## src/rtl/cpu_io_dispatch_pkg.sv

```systemverilog
// Shared constants for the CPU I/O dispatcher: function codes, FSM state encoding
// and the condition codes returned for rejected requests.
package cpu_io_dispatch_pkg;

    localparam logic [2:0] FNC_SIO = 3'd0;
    localparam logic [2:0] FNC_TIO = 3'd1;
    localparam logic [2:0] FNC_TDV = 3'd2;
    localparam logic [2:0] FNC_HIO = 3'd3;
    localparam logic [2:0] FNC_AIO = 3'd6;

    localparam logic [1:0] ST_IDLE   = 2'd0;
    localparam logic [1:0] ST_SETUP  = 2'd1;
    localparam logic [1:0] ST_ACTIVE = 2'd2;
    localparam logic [1:0] ST_DONE   = 2'd3;

    localparam logic [1:0] CC_ILLEGAL_FUNC = 2'b11;
    localparam logic [1:0] CC_NO_IOP       = 2'b10;

    function automatic logic func_legal(input logic [2:0] f);
        return (f == FNC_SIO) || (f == FNC_TIO) || (f == FNC_TDV) ||
               (f == FNC_HIO) || (f == FNC_AIO);
    endfunction

endpackage

```

## src/rtl/cpu_io_dispatch.sv

```systemverilog
// Dispatches one CPU I/O request to an IOP: setup cycle, timed memory-bus grant, completion pulse.
// Optional IOP-number range check is enabled by defining IO_ADDR_CHECK_EN.
module cpu_io_dispatch #(
    parameter int HOLD_CYCLES = 4,
    parameter int NUM_IOPS    = 1
) (
    input  logic          clock,
    input  logic          reset,
    input  logic          start,
    input  logic [0:2]    func,
    input  logic [21:31]  device,
    output logic          busy,
    output logic          done,
    output logic [0:1]    cc,
    output logic          cpu_mem_en,
    output logic          iop_active,
    output logic [0:2]    iop_func,
    output logic [21:31]  iop_device,
    input  logic [0:1]    iop_cc,
    output logic [1:0]    dbg_state
);
    import cpu_io_dispatch_pkg::*;

    localparam logic [3:0] HOLD_LOAD = 4'(HOLD_CYCLES - 1);

`ifdef IO_ADDR_CHECK_EN
    localparam bit ADDR_CHECK = 1'b1;
`else
    localparam bit ADDR_CHECK = 1'b0;
`endif

    logic [1:0] state;
    logic [3:0] count;
    logic       func_ok;
    logic       iop_ok;

    assign func_ok = func_legal(func);
    assign iop_ok  = !ADDR_CHECK || (32'(device[21:23]) < NUM_IOPS);

    // Handshake: start is sampled only while busy is low; a start seen while busy is dropped, never queued.
    always_ff @(posedge clock or posedge reset) begin
        if (reset) begin
            state      <= ST_IDLE;
            count      <= 4'd0;
            cc         <= 2'b00;
            iop_func   <= 3'd0;
            iop_device <= 11'd0;
        end else begin
            case (state)
                ST_IDLE: begin
                    if (start) begin
                        if (!func_ok) begin
                            cc    <= CC_ILLEGAL_FUNC;
                            state <= ST_DONE;
                        end else if (!iop_ok) begin
                            cc    <= CC_NO_IOP;
                            state <= ST_DONE;
                        end else begin
                            iop_func   <= func;
                            iop_device <= device;
                            state      <= ST_SETUP;
                        end
                    end
                end
                ST_SETUP: begin
                    count <= HOLD_LOAD;
                    state <= ST_ACTIVE;
                end
                ST_ACTIVE: begin
                    // The grant ends on the edge where the counter has run out; the IOP's cc is taken then.
                    if (count == 4'd0) begin
                        cc    <= iop_cc;
                        state <= ST_DONE;
                    end else begin
                        count <= count - 4'd1;
                    end
                end
                ST_DONE: state <= ST_IDLE;
                default: state <= ST_IDLE;
            endcase
        end
    end

    // Decoded from state so an asynchronous reset drops the grant immediately.
    assign iop_active = (state == ST_ACTIVE);
    assign cpu_mem_en = ~iop_active;
    assign busy       = (state != ST_IDLE);
    assign done       = (state == ST_DONE);
    assign dbg_state  = state;

endmodule

```

## config.mk

```make
export PLATFORM = sky130hd
export DESIGN_NAME = cpu_io_dispatch
export DESIGN_NICKNAME = d
export VERILOG_FILES = /design/src/rtl/cpu_io_dispatch_pkg.sv /design/src/rtl/cpu_io_dispatch.sv
export SDC_FILE = /design/constraint.sdc
export NUM_CORES = 1
export LEC_CHECK = 0
export ABC_AREA = 1
export CORE_UTILIZATION = 47
export DETAILED_ROUTE_END_ITERATION = 10
export GPL_TIMING_DRIVEN = 1
export PLACE_DENSITY = 0.93
export SYNTH_ARGS = -nofsm -noshare
export SYNTH_HDL_FRONTEND = slang
export SYNTH_SLANG_ARGS = --single-unit
```

## constraint.sdc

```tcl
create_clock -name clock -period 3.9 [get_ports clock]
set_input_delay 0.585 -clock clock [delete_from_list [all_inputs] [get_ports clock]]
set_output_delay 0.585 -clock clock [all_outputs]
set_load 0.005 [all_outputs]
```

==> impl_summary.log, run 1 <==
INFO  metric detail_route.iter0.violations = 14
INFO  metric timing.clock.skew = 6.932 ps
INFO  metric dieWidth = 51 um
INFO  metric commonest_non_fill_non_tap_cell_in_the_layout = sky130_fd_sc_hd__nand2_1
INFO  metric drive_gt1_frac = 0.08876
INFO  metric synth_top_area_frac = 0.4878
INFO  metric worstPathCellList = inv_1 > ha_1 > clkdlybuf4s50_1
INFO  metric hold_viol = 0
INFO  metric irDropWorstVdd = 0.4539 mV
INFO  metric deepest_level_of_the_cts_h_tree = 1
INFO  metric outcome = complete, no violations
INFO  metric floorplan.initialDensity = 0.5053
INFO  metric cts_buffers = 3
INFO  metric clock_tree_from_tritoncts = yes
INFO  metric final_area = roughly 1500 um^2
INFO  metric place_congestion = between 0.8 and 0.9
INFO  metric unrepaired_setup_endpoints_after_global_routing = no
INFO  metric path_max_fanout = 10
INFO  metric fin_nets = 196
INFO  metric worstPathRequired = 3310 ps
INFO  metric post_synth_main_area_contributors = sky130_fd_sc_hd__dfrtp_1 (49%), sky130_fd_sc_hd__nand2_1 (14%), sky130_fd_sc_hd__o21ai_0 (8.0%)
INFO  metric antenna_violations_before_repair = 0
INFO  metric timing.reg2reg.setup_slack = roughly 2300 ps
INFO  metric syn_inst = 130
INFO  metric holdBufCountCts = 0
INFO  metric cp.arrival = 1850 ps
INFO  metric multi_input_area = 495.5 um^2
INFO  metric slew_viols_final = 0
INFO  metric timing_worst_setup_path_type = flop to primary output
INFO  metric coreArea = 2233 um^2
INFO  metric detail-route-antenna-nets = 0
INFO  metric syn_area = around 1100 um^2
INFO  metric worst-path-buf-inv = 2
INFO  metric worstSkewPairLatency = 320 ps
INFO  metric max-cap-violations = 0
INFO  metric area_delta_synth_final = 36.92%
INFO  metric gr-total-overflow = 0
INFO  metric vias = 1,002
INFO  metric placed_cell_areas = approximately 1500 um^2
INFO  metric grt_pass1_vias = 996
INFO  metric grt_max_degree = 23
INFO  metric instances_no_fill = 197
INFO  metric drt-vias-per-instance = just over 5
INFO  metric tightest_slew = 816.1 ps
INFO  metric period_minus_slack = 2434 ps
INFO  metric cellPowerDensity = 748.3 nW/um^2
INFO  metric postSynthAreaPerCell = 8.681 um^2
INFO  metric synth_cell_types = 20
INFO  metric avgRoutedWirePerCell = 13.16 um
INFO  metric netlist.top_cell.by_area = sky130_fd_sc_hd__dfrtp_1
INFO  metric detail_route.first_pass.iterations = 4
INFO  metric post-cts-setup-buffers = 0
INFO  metric slowest_delay = 580 ps
INFO  metric timing.critical_path.to_type = primary output
INFO  metric final.setup.tns = 0 ps
INFO  metric setup_violations = 0
INFO  metric antenna_cells_inserted = 0
INFO  metric row_count = 17
INFO  metric clock-sinks = 22
INFO  metric ctsLongestPathBuffers = 2
INFO  metric critical_path.top_delay_family = buffers and inverters
INFO  metric seq_area = between 500 and 600 um^2
INFO  metric clock.fmax = 410.8 MHz
INFO  metric detailed_place_hpwl = between 1500 and 2000 um
INFO  metric first_pass_grt_wire_length = 4388 um
INFO  metric fp.dieArea = around 2600 um^2
INFO  metric syn_nets = 155
INFO  metric worst_path_max_delay_cell = sky130_fd_sc_hd__clkdlybuf4s50_1
INFO  metric routed_wirelength = 2592 um
INFO  metric clk_root_buffer_cell = sky130_fd_sc_hd__clkbuf_4
INFO  metric dpl.cell_count = around 190
INFO  metric ys.warnings.count = 0
INFO  metric number_of_port_buffers = 40
INFO  metric postSynthRegisterBits = 22
INFO  metric relative_max_transition_margin = 0.4553
INFO  metric clk_pin_slew = 120 ps
INFO  metric mostFrequentLayoutCells = sky130_fd_sc_hd__nand2_1 (41), sky130_fd_sc_hd__clkdlybuf4s50_1 (40), sky130_fd_sc_hd__dfrtp_1 (22)
INFO  metric startpoint_type = flop
INFO  metric drc = 0
INFO  metric ios = 41
INFO  metric worstHoldPathType = flop to flop
INFO  metric finalCritPeriodShare = 0.6242
INFO  metric track_usage = 0.2358
INFO  metric cts-resized-gates = 0
INFO  metric chipHeight = 51 um
INFO  metric fillers = 178
INFO  metric power.leakage = 0.7476 nW
INFO  metric synth_seq_area_share = 0.4878
-- routing by layer --
layer	wire length [um]	GRT usage	up-vias	part of all wire
met5	0	0	-	0
met3	132	0.06548	5	0.051
met4	43	0.09722	0	0.017
met2	1307	0.3860	30	0.50
met1	1108	0.2909	469	0.43
li1	-	-	498	-
-- path summary, 6_finish.rpt --
path,from,depth (start not counted),endpoint
setup / recovery,dbg_state[0],3,iop_active
hold / removal,iop_device[26],2,iop_device[26]
setup reg to reg,dbg_state[0],7,cc[1]
hold reg to reg,iop_device[26],2,iop_device[26]
max in group asynchronous,reset,2,iop_device[22]
min in group asynchronous,reset,2,count[3]
-- power by group --
| group | internal, mW | switching, mW | leakage (nW) |
|---|---|---|---|
| sequential | 0.339 | 0.0701 | 0.272 |
| clock | 0.0362 | 0.0692 | 0.0138 |
| combinational | 0.326 | 0.316 | 0.461 |
-- final cells by class --
cell class | instances | share of cell area
Sequential cell | 22 | 0.3563
Multi-Input combinational cell | 93 | 0.3206
Timing Repair Buffer | 40 | 0.2591
Inverter | 11 | 0.02672
Tap cell | 28 | 0.02267
Clock buffer | 3 | 0.01457
-- state kept, by name (all words and copies together), names as in the netlist --
name	cells
iop_func	3
dbg_state	2
iop_device	11
cc	2
count	4
-- synthesized netlist by cell type, drive strengths merged --
library cell and number:
a21oi 3, dfrtp 22, ha 6, nand3 6
a21boi 1, nand2 46, nor2 6, inv 11
o21ai 20, nand4 2, buf 3, clkbuf 1
or2 3
-- worst reg2reg max path, stage by stage (launching register included) --
cell	delay, ps
sky130_fd_sc_hd__dfrtp_1	450
sky130_fd_sc_hd__inv_1	100
sky130_fd_sc_hd__ha_1	400
sky130_fd_sc_hd__nor2_1	100
sky130_fd_sc_hd__nor2_1	220
sky130_fd_sc_hd__nand3_1	130
sky130_fd_sc_hd__nand2_1	90
sky130_fd_sc_hd__nand2_1	50
-- per-stage QoR --
step	hold slack, ps	total power, mW	setup slack, ps	utilization
6_report	496.4	1.156	1466	0.6919
5_1_grt	522.6	1.262	1390	0.6919
4_1_cts	502.8	1.166	1468	0.6919
3_5_place_dp	476.9	1.060	1835	0.6818
3_3_place_gp	458.1	1.013	1889	0.6818
2_1_floorplan	452.2	0.7558	2420	-
-- cell families after synthesis --
kind of cell,Yosys count,synth area share
flip-flops,22,0.4878
AO/OA/AOI/OAI,24,0.1086
buffers and inverters,15,0.07316
AND/OR/NAND/NOR,63,0.2639
adder cells (fa/ha/maj),6,0.06652
Note: power is estimated with default switching activity, not from simulation.
==> inputs of run 2 (changes only) <==
--- a/config.mk
+++ b/config.mk
@@ -6,10 +6,10 @@
 export NUM_CORES = 1
 export LEC_CHECK = 0
 export ABC_AREA = 1
-export CORE_UTILIZATION = 47
+export CORE_UTILIZATION = 39
 export DETAILED_ROUTE_END_ITERATION = 10
 export GPL_TIMING_DRIVEN = 1
-export PLACE_DENSITY = 0.93
+export PLACE_DENSITY = 0.83
 export SYNTH_ARGS = -nofsm -noshare
 export SYNTH_HDL_FRONTEND = slang
 export SYNTH_SLANG_ARGS = --single-unit
==> constraint.sdc (replaced) <==
create_clock -name clock -period 2 [get_ports clock]
set_input_delay 0.3 -clock clock [delete_from_list [all_inputs] [get_ports clock]]
set_output_delay 0.3 -clock clock [all_outputs]
set_load 0.005 [all_outputs]
==> run 2 against run 1 <==
Against the previous run:
- register-to-register slack worse by 1700 ps
- core utilization down 11 points
- global-route usage decreased by 6.3 points
- critical endpoint is now busy
- sequential power grew 92%
==> impl_summary.log, run 2 (same netlist as run 1, synthesis figures left out) <==
INFO  metric chipHeight = 55.80 um (+9.4%)
INFO  metric coreArea = 2758 um^2 (+23%)
INFO  metric largest_register = iop_device
INFO  metric clock.fmax = 527.7 MHz
INFO  metric mostFrequentLayoutCells = sky130_fd_sc_hd__nand2_1 (41), sky130_fd_sc_hd__clkdlybuf4s50_1 (40), sky130_fd_sc_hd__dfrtp_1 (22)
INFO  metric timing.critical_path.to_type = primary output
INFO  metric deepest_level_of_the_cts_h_tree = 1 (unchanged)
INFO  metric row_count = 19 (+2)
INFO  metric dieWidth = 55.80 um (+9.4%)
INFO  metric cp.arrival = 1600 ps (-250 ps)
INFO  metric outcome = complete, no violations
INFO  metric worstPathCellList = inv_1 > ha_2 > inv_1 > clkdlybuf4s50_1
INFO  metric tightest_slew = 294.9 ps (-521.2 ps)
INFO  metric floorplan.initialDensity = 0.4093 (-0.09607)
INFO  metric commonest_non_fill_non_tap_cell_in_the_layout = sky130_fd_sc_hd__nand2_1
INFO  metric final.setup.tns = 0 ps (unchanged)
INFO  metric hold_viol = 0 (unchanged)
INFO  metric startpoint_type = flop
INFO  metric slew_viols_final = 0 (unchanged)
INFO  metric antenna_violations_before_repair = 0 (unchanged)
INFO  metric worstHoldPathType = input port to asynchronous set/reset pin
INFO  metric place_congestion = 0.8184 (+0.44%)
INFO  metric clk_root_buffer_cell = sky130_fd_sc_hd__clkbuf_4
INFO  metric critical_path.top_delay_family = buffers and inverters
INFO  metric timing.clock.skew = 5.997 ps (-0.9344 ps)
INFO  metric totalPowerFinal = 2.316 mW (+100%)
INFO  metric slowest_delay = 510 ps (-70 ps)
INFO  metric grt_pass1_vias = 986 (-1.0%)
INFO  metric gr-total-overflow = 0 (unchanged)
INFO  metric grt_max_degree = 23 (unchanged)
INFO  metric relative_max_transition_margin = 0.8031 (+0.3478)
INFO  metric vias = 1,016 (+1.4%)
INFO  metric worstSkewPairLatency = 300 ps (-20 ps)
INFO  metric detailed_place_hpwl = 1871 um (-4.8%)
INFO  metric clk_pin_slew = 120 ps (about the same)
INFO  metric worst-path-buf-inv = 3 (+1)
INFO  metric worst_path_max_delay_cell = sky130_fd_sc_hd__clkdlybuf4s50_1
INFO  metric area_delta_synth_final = 41.57%
INFO  metric path_max_fanout = 5 (-5)
INFO  metric routed_wirelength = 2408 um (-7.1%)
INFO  metric detail_route.first_pass.iterations = 4 (unchanged)
INFO  metric drive_gt1_frac = 0.1264 (+0.03768)
INFO  metric period_minus_slack = 1895 ps
INFO  metric timing_worst_setup_path_type = flop to primary output
INFO  metric biggest_regs = iop_device x11, count x4, iop_func x3
INFO  metric fin_nets = 200 (+2.0%)
INFO  metric clock_tree_from_tritoncts = yes
INFO  metric max-cap-violations = 0 (unchanged)
INFO  metric number_of_port_buffers = 40 (unchanged)
INFO  metric cts_buffers = 3 (unchanged)
INFO  metric largest_register_ffs = 11 (unchanged)
INFO  metric clock-sinks = 22 (unchanged)
INFO  metric drc = 0 (unchanged)
INFO  metric track_usage = 0.1731 (-0.06268)
INFO  metric drt-vias-per-instance = 4.956 (-2.6%)
INFO  metric fp.dieArea = 3113 um^2 (+20%)
INFO  metric ios = 41 (unchanged)
INFO  metric detail_route.iter0.violations = 21 (+7)
INFO  metric antenna_cells_inserted = 0 (unchanged)
INFO  metric detail-route-antenna-nets = 0 (unchanged)
INFO  metric worstPathRequired = 1700 ps (-1610 ps)
INFO  metric first_pass_grt_wire_length = 4278 um (-2.5%)
INFO  metric ctsLongestPathBuffers = 2 (unchanged)
INFO  metric finish.utilization = 0.5794 (-0.1125)
INFO  metric finalCritPeriodShare = 0.9476
INFO  metric cellPowerDensity = 1449 nW/um^2 (+94%)
INFO  metric avgRoutedWirePerCell = 11.75 um (-11%)
INFO  metric power.leakage = 0.7714 nW (+3.2%)
INFO  metric unrepaired_setup_endpoints_after_global_routing = no
INFO  metric cp_common_cell = sky130_fd_sc_hd__inv_1
INFO  metric irDropWorstVdd = 0.9076 mV (+100%)
INFO  metric setup_violations = 0 (unchanged)
[run 2: worst paths after layout]
path	startpoint	to	slack [ps]	cells after the start
worst max-delay path	dbg_state[0]	busy	100	4
worst min-delay path	reset	iop_device[26]	320	3
worst max register to register	dbg_state[0]	cc[0]	530	8
worst min register to register	count[0]	count[0]	490	1
max in group asynchronous	reset	cc[1]	1460	3
min in group clock	count[0]	count[0]	490	1
[run 2: cell type report]
cell class / count / area (um^2)
Clock buffer: 4 / 36.28
Fill cell: 257 / 1160
Inverter: 11 / 41.29
Multi-Input combinational cell: 93 / 500.5
Sequential cell: 22 / 550.5
Tap cell: 31 / 38.79
Timing Repair Buffer: 44 / 430.4
[run 2: layer usage]
layer	GRT usage	vias up	wire, um	share of wire
met5	0	-	0	0
met4	0.07857	0	70	0.029
met3	0.04419	10	135	0.056
met2	0.3046	39	1220	0.51
met1	0.1961	466	983	0.41
li1	-	501	-	-
[run 2: per-stage QoR]
stage | cells | hold slack (ps) | worst slack (ps) | cell area [um^2]
2_1_floorplan | 130 | 289.2 | 624.8 | 1129
3_3_place_gp | 199 | 458.7 | 372.9 | 1541
3_5_place_dp | 199 | 469.3 | 288.8 | 1541
4_1_cts | 205 | 323.5 | 59.85 | 1593
5_1_grt | 205 | 347.9 | 33.64 | 1598
6_report | 205 | 315.4 | 104.9 | 1598
[run 2: power by group]
group	leakage, nW	total (mW)	switching (mW)	internal, mW
clock	0.0210	0.239	0.127	0.111
combinational	0.478	1.29	0.616	0.677
sequential	0.272	0.784	0.123	0.661
total	0.771	2.32	0.867	1.45
[run 2: tightest hold or removal path, cell delays in order]
cell                              delay (ps)
sky130_fd_sc_hd__clkdlybuf4s50_1         400
sky130_fd_sc_hd__inv_1                    50
sky130_fd_sc_hd__buf_4                   270
[run 2: timing repair]
item | CTS | global route
buffers inserted | 2 | 0
hold buffers | 0 | 0
endpoints found under the setup margin | 1 | 2
endpoints found under the hold margin | 0 | 0
gates resized for setup | 0 | 2
==> inputs of run 3 (changes only) <==
--- a/config.mk
+++ b/config.mk
@@ -6,10 +6,11 @@
 export NUM_CORES = 1
 export LEC_CHECK = 0
 export ABC_AREA = 1
-export CORE_UTILIZATION = 39
+export CORE_UTILIZATION = 41
+export CTS_BUF_LIST = sky130_fd_sc_hd__clkbuf_4
 export DETAILED_ROUTE_END_ITERATION = 10
 export GPL_TIMING_DRIVEN = 1
-export PLACE_DENSITY = 0.83
+export PLACE_DENSITY = 0.86
 export SYNTH_ARGS = -nofsm -noshare
 export SYNTH_HDL_FRONTEND = slang
 export SYNTH_SLANG_ARGS = --single-unit
==> run 3 against run 2 <==
Against the previous run:
- fmax shrank 1.1%
- largest cell class unchanged
- wire length is 5.6% higher
- global-route usage grew 2.2 points
- highest routed layer unchanged
- clock power fell by 21%
- flip-flop and latch count stayed put
- critical endpoint is now cpu_mem_en
- cell count down 0.98%
- setup slack worse by 21 ps
- clock skew down 5.4 ps
- non-clock buffer count is the same
- cell area is 1.1% lower
- worst hold slack better by 4.6 ps
==> impl_summary.log, run 3 (same netlist as run 1, synthesis figures left out) <==
INFO  metric outcome = complete, no violations
INFO  metric timing.critical_path.to_type = primary output
INFO  metric fillers = 232 (-9.7%)
INFO  metric grt_max_degree = 23 (unchanged)
INFO  metric totalPowerFinal = 2.290 mW (-1.1%)
INFO  metric detail_route.first_pass.iterations = 4 (unchanged)
INFO  metric placed_cell_areas = 1540 um^2 (about the same)
INFO  metric finish.utilization = 0.6209 (+0.04154)
INFO  metric timing_worst_setup_path_type = flop to primary output
INFO  metric r2r_end = cc[1]
INFO  metric avgRoutedWirePerCell = 12.52 um (+6.6%)
INFO  metric worstSkewPairLatency = 290 ps (about the same)
INFO  metric clock.fmax = 521.9 MHz (-1.1%)
INFO  metric timing.reg2reg.setup_slack = 510 ps (-20 ps)
INFO  metric rr_worst_depth = 8 (unchanged)
INFO  metric place_congestion = 0.7218 (-12%)
INFO  metric unrepaired_setup_endpoints_after_global_routing = no
INFO  metric mostFrequentLayoutCells = sky130_fd_sc_hd__nand2_1 (41), sky130_fd_sc_hd__clkdlybuf4s50_1 (40), sky130_fd_sc_hd__dfrtp_1 (22)
INFO  metric cp.arrival = 1620 ps (+20 ps)
INFO  metric startpoint = dbg_state[1]
INFO  metric first_pass_grt_wire_length = 4098 um (-4.2%)
INFO  metric antenna_cells_inserted = 0 (unchanged)
INFO  metric endpoint = cpu_mem_en
INFO  metric deepest_level_of_the_cts_h_tree = 1 (unchanged)
INFO  metric path_max_fanout = 4 (-1)
INFO  metric detail-route-antenna-nets = 0 (unchanged)
INFO  metric dpl.cell_count = 198 (-0.50%)
INFO  metric drc = 0 (unchanged)
INFO  metric routed_wirelength = 2542 um (+5.6%)
INFO  metric coreArea = 2545 um^2 (-7.7%)
INFO  metric cts_buffers = 3 (unchanged)
INFO  metric setup_violations = 0 (unchanged)
INFO  metric hold_viol = 0 (unchanged)
INFO  metric fp.dieArea = 2966 um^2 (-4.7%)
INFO  metric gr-total-overflow = 0 (unchanged)
INFO  metric clock_tree_from_tritoncts = yes
INFO  metric period_minus_slack = 1916 ps (+21.09 ps)
INFO  metric irDropWorstVdd = 0.9069 mV (about the same)
INFO  metric antenna_violations_before_repair = 0 (unchanged)
INFO  metric multi_input_area = 498.0 um^2 (-0.50%)
INFO  metric largest_register = iop_device
INFO  metric fin_nets = 200 (unchanged)
INFO  metric drt-vias-per-instance = 5.103 (+3.0%)
INFO  metric clk_root_buffer_cell = sky130_fd_sc_hd__clkbuf_4
INFO  metric number_of_port_buffers = 40 (unchanged)
INFO  metric dieWidth = 54.47 um (-2.4%)
INFO  metric cellPowerDensity = 1449 nW/um^2 (about the same)
INFO  metric finalCritPeriodShare = 0.9581 (+0.01055)
INFO  metric chipHeight = 54.47 um (-2.4%)
INFO  metric globalRouteMet1Util = 0.1979 (+0.001801)
INFO  metric slew_viols_final = 0 (unchanged)
INFO  metric clk_pin_slew = 110 ps (about the same)
INFO  metric detail_route.iter0.violations = 12 (-43%)
INFO  metric detailed_place_hpwl = 1924 um (+2.8%)
INFO  metric area_delta_synth_final = 40.02%
INFO  metric groute.layer.met2.usage = 0.3841 (+0.07950)
INFO  metric instances_no_fill = 203 (-0.98%)
INFO  metric gr-usage-met3 = 0.04167 (-0.002519)
INFO  metric ctsLongestPathBuffers = 2 (unchanged)
INFO  metric drive_gt1_frac = 0.1156 (-0.01083)
INFO  metric vias = 1,036 (+2.0%)
INFO  metric ios = 41 (unchanged)
INFO  metric power.leakage = 0.7658 nW (-0.73%)
INFO  metric globalRoute.busiestLayer = met2
INFO  metric floorplan.initialDensity = 0.4435 (+0.03421)
INFO  metric worstPathRequired = 1700 ps (about the same)
INFO  metric tightest_slew = 294.0 ps (-0.8626 ps)
INFO  metric largest_register_ffs = 11 (unchanged)
INFO  metric seq_area = 550.5 um^2 (unchanged)
INFO  metric timing.clock.skew = 0.5541 ps (-5.443 ps)
INFO  metric max-cap-violations = 0 (unchanged)
INFO  metric final.setup.tns = 0 ps (unchanged)
INFO  metric commonest_non_fill_non_tap_cell_in_the_layout = sky130_fd_sc_hd__nand2_1
INFO  metric reg2reg_from = dbg_state[0]
INFO  metric clock-sinks = 22 (unchanged)
INFO  metric row_count = 18 (-1)
INFO  metric relative_max_transition_margin = 0.8037 (about the same)
INFO  metric startpoint_type = flop
INFO  metric worstHoldPathType = input port to asynchronous set/reset pin
INFO  metric biggest_regs = iop_device x11, count x4, iop_func x3
INFO  metric grt_pass1_vias = 1,046 (+6.1%)
INFO  metric track_usage = 0.1947 (+0.02157)
INFO  metric final_area = 1580 um^2 (-1.1%)
==> run 3: cell count changes in the layout (fill, tap and decap cells not counted), sizes merged <==
cell	previous run	this run
clkbuf	4	3
==> run 3: power breakdown <==
group | total [mW] | switching, mW | internal (mW)
registers | 0.790 | 0.129 | 0.661
logic | 1.31 | 0.633 | 0.677
clock network | 0.189 | 0.119 | 0.0700
==> run 3: layer usage <==
metal	vias to the layer above	wire (um)
met3	2	138
met2	38	1360
met4	0	12
met5	-	0
met1	495	1031
li1	501	-
==> run 3: how the worst min path moves through the flow <==
stage | from | to | slack (ps) | depth (start not counted)
2_1_floorplan | reset | cc[0] | 290 | 1
4_1_cts | reset | cc[1] | 340 | 3
6_report | reset | cc[1] | 320 | 3
3_5_place_dp | cc[0] | cc[0] | 470 | 2
3_3_place_gp | cc[0] | cc[0] | 460 | 2
5_1_grt | reset | count[0] | 350 | 3
==> run 3: metrics by stage <==
stage	hold WS (ps)	setup WS (ps)
after floorplan	289.2	624.8
after global placement	460.9	372.1
after detailed placement	468.2	282.7
after CTS	335.7	42.40
after global routing	353.6	34.34
final	320.0	83.79
==> run 3: area by class of cell <==
class,count,share of cell area
Sequential cell,22,0.3484
Multi-Input combinational cell,93,0.3151
Timing Repair Buffer,44,0.2724
Inverter,11,0.02613
Tap cell,30,0.02375
Clock buffer,3,0.01425
==> run 3: what timing repair did <==
action / CTS / global route
setup endpoints to repair: 1 / 1
endpoints found under the hold margin: 0 / 0
resized for setup: 0 / 1
hold buffers: 0 / 0
buffers inserted: 2 / 0
==> run 3: critical path: stages (launching register included) <==
cell	delay [ps]
sky130_fd_sc_hd__dfrtp_1	400
sky130_fd_sc_hd__buf_4	150
sky130_fd_sc_hd__ha_1	210
sky130_fd_sc_hd__inv_2	80
sky130_fd_sc_hd__clkdlybuf4s50_1	490
